===== src/rtl/keypad_pkg.sv =====
// Shared key codes, scan frame length and the per-frame accumulator used by the keypad path.
package keypad_pkg;

   localparam logic [3:0] KEY_NONE  = 4'hf;
   localparam logic [3:0] KEY_CLR   = 4'hc;
   localparam logic [3:0] KEY_ENT   = 4'hd;
   localparam int         SCAN_ROWS = 4;

   typedef struct packed {
      logic       multi;
      logic [3:0] code;
   } frame_acc_t;

   // Keep the first key seen in a frame; a second, different key poisons the frame.
   function automatic frame_acc_t frame_merge(input frame_acc_t acc, input logic [3:0] kv);
      frame_acc_t r;
      r = acc;
      if (kv != KEY_NONE) begin
         if (acc.code == KEY_NONE) begin
            r.code = kv;
         end else if (acc.code != kv) begin
            r.multi = 1'b1;
         end
      end
      return r;
   endfunction

   function automatic logic [3:0] frame_code(input frame_acc_t acc);
      return acc.multi ? KEY_NONE : acc.code;
   endfunction

endpackage


===== src/rtl/keypad_debounce.sv =====
// Folds 4-cycle scan frames into frame codes, debounces across frames, strobes on each new press.
// Pulse lands 1 cycle after the commit of the STABLE_FRAMES-th identical frame; no backpressure.
module keypad_debounce
   import keypad_pkg::*;
#(
   parameter int STABLE_FRAMES = 4
) (
   input  logic       clk_i,
   input  logic       rst_i,
   input  logic [3:0] key_value_i,
   output logic       key_pulse_o,
   output logic [3:0] key_code_o
);

   localparam logic [7:0] STABLE_MAX = 8'(STABLE_FRAMES);
   localparam logic [1:0] LAST_ROW   = 2'(SCAN_ROWS - 1);

   logic [1:0] frame_cnt_q;
   frame_acc_t acc_q, acc_d, acc_merged;
   logic [3:0] cand_q, cand_d;
   logic [7:0] stable_q, stable_d;
   logic [3:0] deb_q, deb_d;
   logic       pulse_q, pulse_d;
   logic [3:0] code_q, code_d;
   logic [3:0] commit_code;
   logic       frame_last;

   always_comb begin
      acc_merged  = frame_merge(acc_q, key_value_i);
      commit_code = frame_code(acc_merged);
      frame_last  = (frame_cnt_q == LAST_ROW);
      acc_d       = acc_merged;
      cand_d      = cand_q;
      stable_d    = stable_q;
      if (frame_last) begin
         acc_d = '{multi: 1'b0, code: KEY_NONE};
         if (commit_code == cand_q) begin
            stable_d = (stable_q == STABLE_MAX) ? stable_q : stable_q + 8'd1;
         end else begin
            cand_d   = commit_code;
            stable_d = 8'd1;
         end
      end
      deb_d   = (stable_d == STABLE_MAX) ? cand_d : deb_q;
      // Only a transition out of "no key" counts; key-to-key changes need a release first.
      pulse_d = (deb_q == KEY_NONE) && (deb_d != KEY_NONE);
      code_d  = pulse_d ? deb_d : code_q;
   end

   always_ff @(posedge clk_i) begin
      if (rst_i) begin
         frame_cnt_q <= 2'd0;
         acc_q       <= '{multi: 1'b0, code: KEY_NONE};
         cand_q      <= KEY_NONE;
         stable_q    <= 8'd0;
         deb_q       <= KEY_NONE;
         pulse_q     <= 1'b0;
         code_q      <= KEY_NONE;
      end else begin
         frame_cnt_q <= frame_cnt_q + 2'd1;
         acc_q       <= acc_d;
         cand_q      <= cand_d;
         stable_q    <= stable_d;
         deb_q       <= deb_d;
         pulse_q     <= pulse_d;
         code_q      <= code_d;
      end
   end

   assign key_pulse_o = pulse_q;
   assign key_code_o  = code_q;

endmodule


===== src/rtl/keypad_entry.sv =====
// Keypad front end: debounced press events build a BCD entry submitted over valid/ready.
// Buffer updates 1 cycle after key_pulse; entry_value holds until entry_ready, new submits wait.
module keypad_entry
   import keypad_pkg::*;
#(
   parameter int DIGITS        = 3,
   parameter int STABLE_FRAMES = 4
) (
   input  logic                  clk_i,
   input  logic                  rst_i,
   input  logic [3:0]            key_value_i,
   output logic                  key_pulse_o,
   output logic [3:0]            key_code_o,
   output logic [4*DIGITS-1:0]   entry_digits_o,
   output logic [3:0]            entry_count_o,
   output logic                  entry_valid_o,
   output logic [4*DIGITS-1:0]   entry_value_o,
   input  logic                  entry_ready_i
);

   localparam int         ENTRY_W  = 4 * DIGITS;
   localparam logic [3:0] DIGITS_C = 4'(DIGITS);

   logic               pulse;
   logic [3:0]         code;
   logic [ENTRY_W-1:0] digits_q, digits_d;
   logic [3:0]         count_q, count_d;
   logic               valid_q, valid_d;
   logic [ENTRY_W-1:0] value_q, value_d;

   keypad_debounce #(
      .STABLE_FRAMES (STABLE_FRAMES)
   ) u_debounce (
      .clk_i       (clk_i),
      .rst_i       (rst_i),
      .key_value_i (key_value_i),
      .key_pulse_o (pulse),
      .key_code_o  (code)
   );

   always_comb begin
      digits_d = digits_q;
      count_d  = count_q;
      valid_d  = valid_q;
      value_d  = value_q;
      if (valid_q && entry_ready_i) begin
         valid_d = 1'b0;
      end
      if (pulse) begin
         if (code <= 4'h9) begin
            if (count_q < DIGITS_C) begin
               digits_d = (digits_q << 4) | ENTRY_W'(code);
               count_d  = count_q + 4'd1;
            end
         end else if (code == KEY_CLR) begin
            digits_d = '0;
            count_d  = 4'd0;
         end else if (code == KEY_ENT) begin
            // Enter never overwrites a pending entry, so submit and consume cannot collide.
            if ((count_q != 4'd0) && !valid_q) begin
               value_d  = digits_q;
               valid_d  = 1'b1;
               digits_d = '0;
               count_d  = 4'd0;
            end
         end
      end
   end

   always_ff @(posedge clk_i) begin
      if (rst_i) begin
         digits_q <= '0;
         count_q  <= 4'd0;
         valid_q  <= 1'b0;
         value_q  <= '0;
      end else begin
         digits_q <= digits_d;
         count_q  <= count_d;
         valid_q  <= valid_d;
         value_q  <= value_d;
      end
   end

   assign key_pulse_o    = pulse;
   assign key_code_o     = code;
   assign entry_digits_o = digits_q;
   assign entry_count_o  = count_q;
   assign entry_valid_o  = valid_q;
   assign entry_value_o  = value_q;

endmodule


===== config.mk =====
export PLATFORM = sky130hd
export DESIGN_NAME = keypad_entry
export DESIGN_NICKNAME = d
export VERILOG_FILES = /design/src/rtl/keypad_pkg.sv /design/src/rtl/keypad_debounce.sv /design/src/rtl/keypad_entry.sv
export SDC_FILE = /design/constraint.sdc
export NUM_CORES = 1
export LEC_CHECK = 0
export BUFFER_PORTS_ARGS = -buffer_cell sky130_fd_sc_hd__buf_4
export CORE_ASPECT_RATIO = 1.4
export CORE_MARGIN = 2
export CORE_UTILIZATION = 45
export DETAILED_ROUTE_END_ITERATION = 10
export PLACE_DENSITY = 0.72
export SLEW_MARGIN = 20
export SYNTH_ARGS = -nofsm -noshare
export SYNTH_HDL_FRONTEND = slang
export SYNTH_SLANG_ARGS = --single-unit
export TNS_END_PERCENT = 30

===== constraint.sdc =====
create_clock -name clk_i -period 3.43 [get_ports clk_i]
set_input_delay 0.8575 -clock clk_i [delete_from_list [all_inputs] [get_ports clk_i]]
set_output_delay 0.8575 -clock clk_i [all_outputs]
set_load 0.01 [all_outputs]

==> metrics.md <==
| Metric | Value |
|---|---|
| Outcome | `completed` |
| Gr ovfl total | `0` |
| Pins Over Slew Limit | `0` |
| Met1 wire length | `2.515 mm` |
| Max-Cap Viols | `0` |
| Mapped Nets | `322` |
| Wire length on met3 | `307 um` |
| CP max stage cell | `nor4_4` |
| Die area | `6735 um^2` |
| Xor/xnor cell area share of the yosys netlist | `0.02558` |
| DRT Pass-1 Iters | `4` |
| FP Rows | `33` |
| RSZ-0062 raised after global routing | `false` |
| Drt drc | `0` |
| Count of cell types in the netlist | `55` |
| Core ar. | `5863 um^2` |
| Post-cts gate resize count | `0` |
| Setup_tns | `0 ns` |
| Hold Path Class | `flop to flop` |
| Pleak | `1.336 nW` |
| Dpl cells | `408` |
| CP endpoint kind | `flop` |
| Port bufs | `40` |
| Synth Register Bits | `57` |
| Worst reg2reg path depth | `9` |
| Pre-CTS WS | `0.1323 ns` |
| Endpoints failing setup | `0` |
| Synth Area in Compound Gates | `0.1453` |
| Max incr delay on CP | `0.41 ns` |
| Final Instance Count excl. Fillers | `423` |
| Top Metal Used | `met4` |
| Die Y | `96.31 um` |
| Root Driver | `clkbuf_8` |
| Proportion of synthesized area in mux cells | `0.1133` |
| Final Hold Vio Count | `0` |
| GP Congestion | `0.8812` |
| Pin count of the biggest net entering global routing | `42` |
| Layout fillers | `563` |
| Worst hold stages | `1` |
| CP Data Required Time | `3.64 ns` |
| TritonCTS clock tree | `yes` |
| Normalized max-slew margin | `0.7154` |
| Nets | `361` |
| Crit-path cells | `buf_4 > xor2_1 > nor4_4 > o21a_2 > o32ai_2 > o22ai_2 > a21oi_1 > nor3_4 > nand2_2 > mux2_4` |
| Io pins | `41` |
| Via-to-Cell Ratio | `5.593` |
| H-tree level count | `3` |
| Largest cells by area after synthesis | `dfxtp_1 42%, mux2i_1 10%, nor2_1 7.7%` |
| Crit Path Category | `primary input to flop` |
| Area leader, netlist | `dfxtp_1` |
| Synth warnings | `0` |
| N_diodes | `0` |
| Critical Path AT | `3.16 ns` |
| Setup crit start kind | `primary input` |
| CTS Buf Count | `9` |
| Global-route wire length before repair | `9.770 mm` |
| Die Span X | `69.94 um` |
| Starting DRC count in detailed routing | `178` |
| Setup WS post-layout | `0.4834 ns` |
| Initial Utilization | `0.4671` |
| Initial antenna violation count | `0` |
| DR WL/cell | `13.91 um` |
| Syn avg cell area | `8.835 um^2` |
| Post-Syn Instances | `310` |
| Longest Clk Path Bufs | `2` |
| Area grow syn2layout | `19.42%` |
| Period utilisation layout | `0.8591` |
| Post-DP HPWL | `4.232 mm` |
| Worst-Skew Late Latency | `0.33 ns` |
| Peak Freq | `339.4 MHz` |
| DP Area | `3087 um^2` |
| Clk slew on worst S/H paths | `0.06 ns` |
| Routed wire length | `5.884 mm` |
| Post-synth top area share | `0.4166` |
| Met2 routed WL | `2.954 mm` |
| Post-layout minimum cycle time | `2.947 ns` |
| Power Density | `450.6 nW/um^2` |
| Clock Sinks | `57` |
| Finished Cell Area | `3271 um^2` |
| Adder-cell share of the synthesized area | `0.02284` |
| Mapped Area | `2739 um^2` |
| Antenna viol nets, final | `0` |
| Number of global-route vias before repair | `2200` |
| Peak supply drop | `0.3422 mV` |
| Register area share after synthesis | `0.4166` |
| Vias post-DR | `2366` |
| Largest family of logic cells by synthesized area | `simple AND/OR/NAND/NOR gates` |
| Clock Skew | `0.005929 ns` |
| GR Util All Layers | `0.1813` |
| Simple-gate share of the synthesized area | `0.2362` |
| Cts hold-fix bufs | `0` |
| CP max FO | `8` |
| Slew of the pin with the lowest slew margin | `0.4247 ns` |
| # Post-CTS Setup Buffers | `0` |
| Layout cells sized above 1 | `0.2125` |
[path summary, 6_finish.rpt]
path,from,endpoint,slack (ns)
worst min-delay path,u_debounce.frame_cnt_q[0],u_debounce.frame_cnt_q[0],0.42
worst min register to register,u_debounce.frame_cnt_q[0],u_debounce.frame_cnt_q[0],0.42
worst max register to register,u_debounce.acc_q[1],u_debounce.deb_q[3],0.70
worst max-delay path,key_value_i[1],u_debounce.deb_q[3],0.48
[layout make-up]
class                           count  area, um^2  area share
Timing Repair Buffer               44       330.3      0.1010
Inverter                            9       33.78     0.01033
Clock inverter                      6       60.06     0.01836
Multi-Input combinational cell    228        1494      0.4568
Tap cell                           70       87.58     0.02678
Sequential cell                    57        1141      0.3489
Clock buffer                        9       123.9     0.03787
[cell usage in the layout (no fill, tap or decap), types with 3 or more instances in the layout]
cell      count
nor3_1        3
nor2_1       56
a31oi_1       4
o211ai_1      6
and3_1        3
buf_4        44
nand3_1      12
a21oi_1      16
inv_1         9
clkinv_2      3
ha_1          5
o21ai_1       7
nand4b_1      5
nand2_1      23
mux2i_1      28
nand3b_1      4
nand4_1       4
xnor2_1       3
clkbuf_8      9
o21ai_0       3
nand2b_1      5
xor2_1        5
dfxtp_1      57
[through the flow]
step / power, mW / hold slack [ns] / util
2_1_floorplan: 0.8689 / 0.3992 / -
3_3_place_gp: 0.9007 / 0.4072 / 0.5265
3_5_place_dp: 0.9052 / 0.4224 / 0.5265
4_1_cts: 1.492 / 0.4311 / 0.5578
5_1_grt: 1.541 / 0.4594 / 0.5578
6_report: 1.474 / 0.4241 / 0.5578
[cell usage after synthesis, drive strengths merged]
master,number
nand4b,5
nor2,56
or2,2
a2bb2oi,2
a21boi,1
o32ai,2
nand4,5
o21a,2
nand2b,5
mux2i,28
nand3,12
o31ai,1
a21oi,16
ha,5
a22o,1
a41oi,2
nor3,4
nand2,24
a211oi,1
mux2,2
nor3b,2
nor4,3
inv,9
buf,7
and3,3
a31o,2
a2111oi,1
and2,1
dfxtp,57
nor2b,2
a22oi,2
a31oi,4
a311oi,1
clkbuf,9
xor2,5
and4,1
nand3b,4
o22ai,2
o211ai,6
xnor2,3
o21ai,10
[sequential cells by signal, summed over array words and instances (netlist names)]
signal,flops
u_debounce.frame_cnt_q,2
u_debounce.key_pulse_o,1
u_debounce.key_code_o,4
u_debounce.deb_q,4
u_debounce.cand_q,4
entry_count_o,4
u_debounce.stable_q,8
entry_valid_o,1
u_debounce.acc_q,5
entry_value_o,12
entry_digits_o,12
[power by group]
part           internal (mW)  total, mW  switching [mW]
logic                 0.0743      0.196           0.122
clock network          0.327      0.584           0.257
registers              0.675      0.694          0.0190
[worst max-delay path, delay by kind of cell]
| kind | cells | cell delay, ns |
|---|---|---|
| AND/OR/NAND/NOR | 3 | 0.83 |
| multiplexers | 1 | 0.31 |
| XOR/XNOR | 1 | 0.18 |
| AO/OA/AOI/OAI | 4 | 0.86 |
| buffers and inverters | 1 | 0.12 |
[metal layers]
metal,vias up,track usage
li1,1172,-
met1,1125,0.1978
met2,61,0.3222
met3,8,0.05026
met4,0,0.09295
met5,-,0
[kinds of logic after synthesis]
| group | Yosys count |
|---|---|
| fa+ha+maj | 5 |
| buf+inv | 25 |
| simple gates | 129 |
| mux | 30 |
| flops | 57 |
| compound gates | 56 |
| xor+xnor | 8 |
Note: power is estimated with default switching activity, not from simulation.
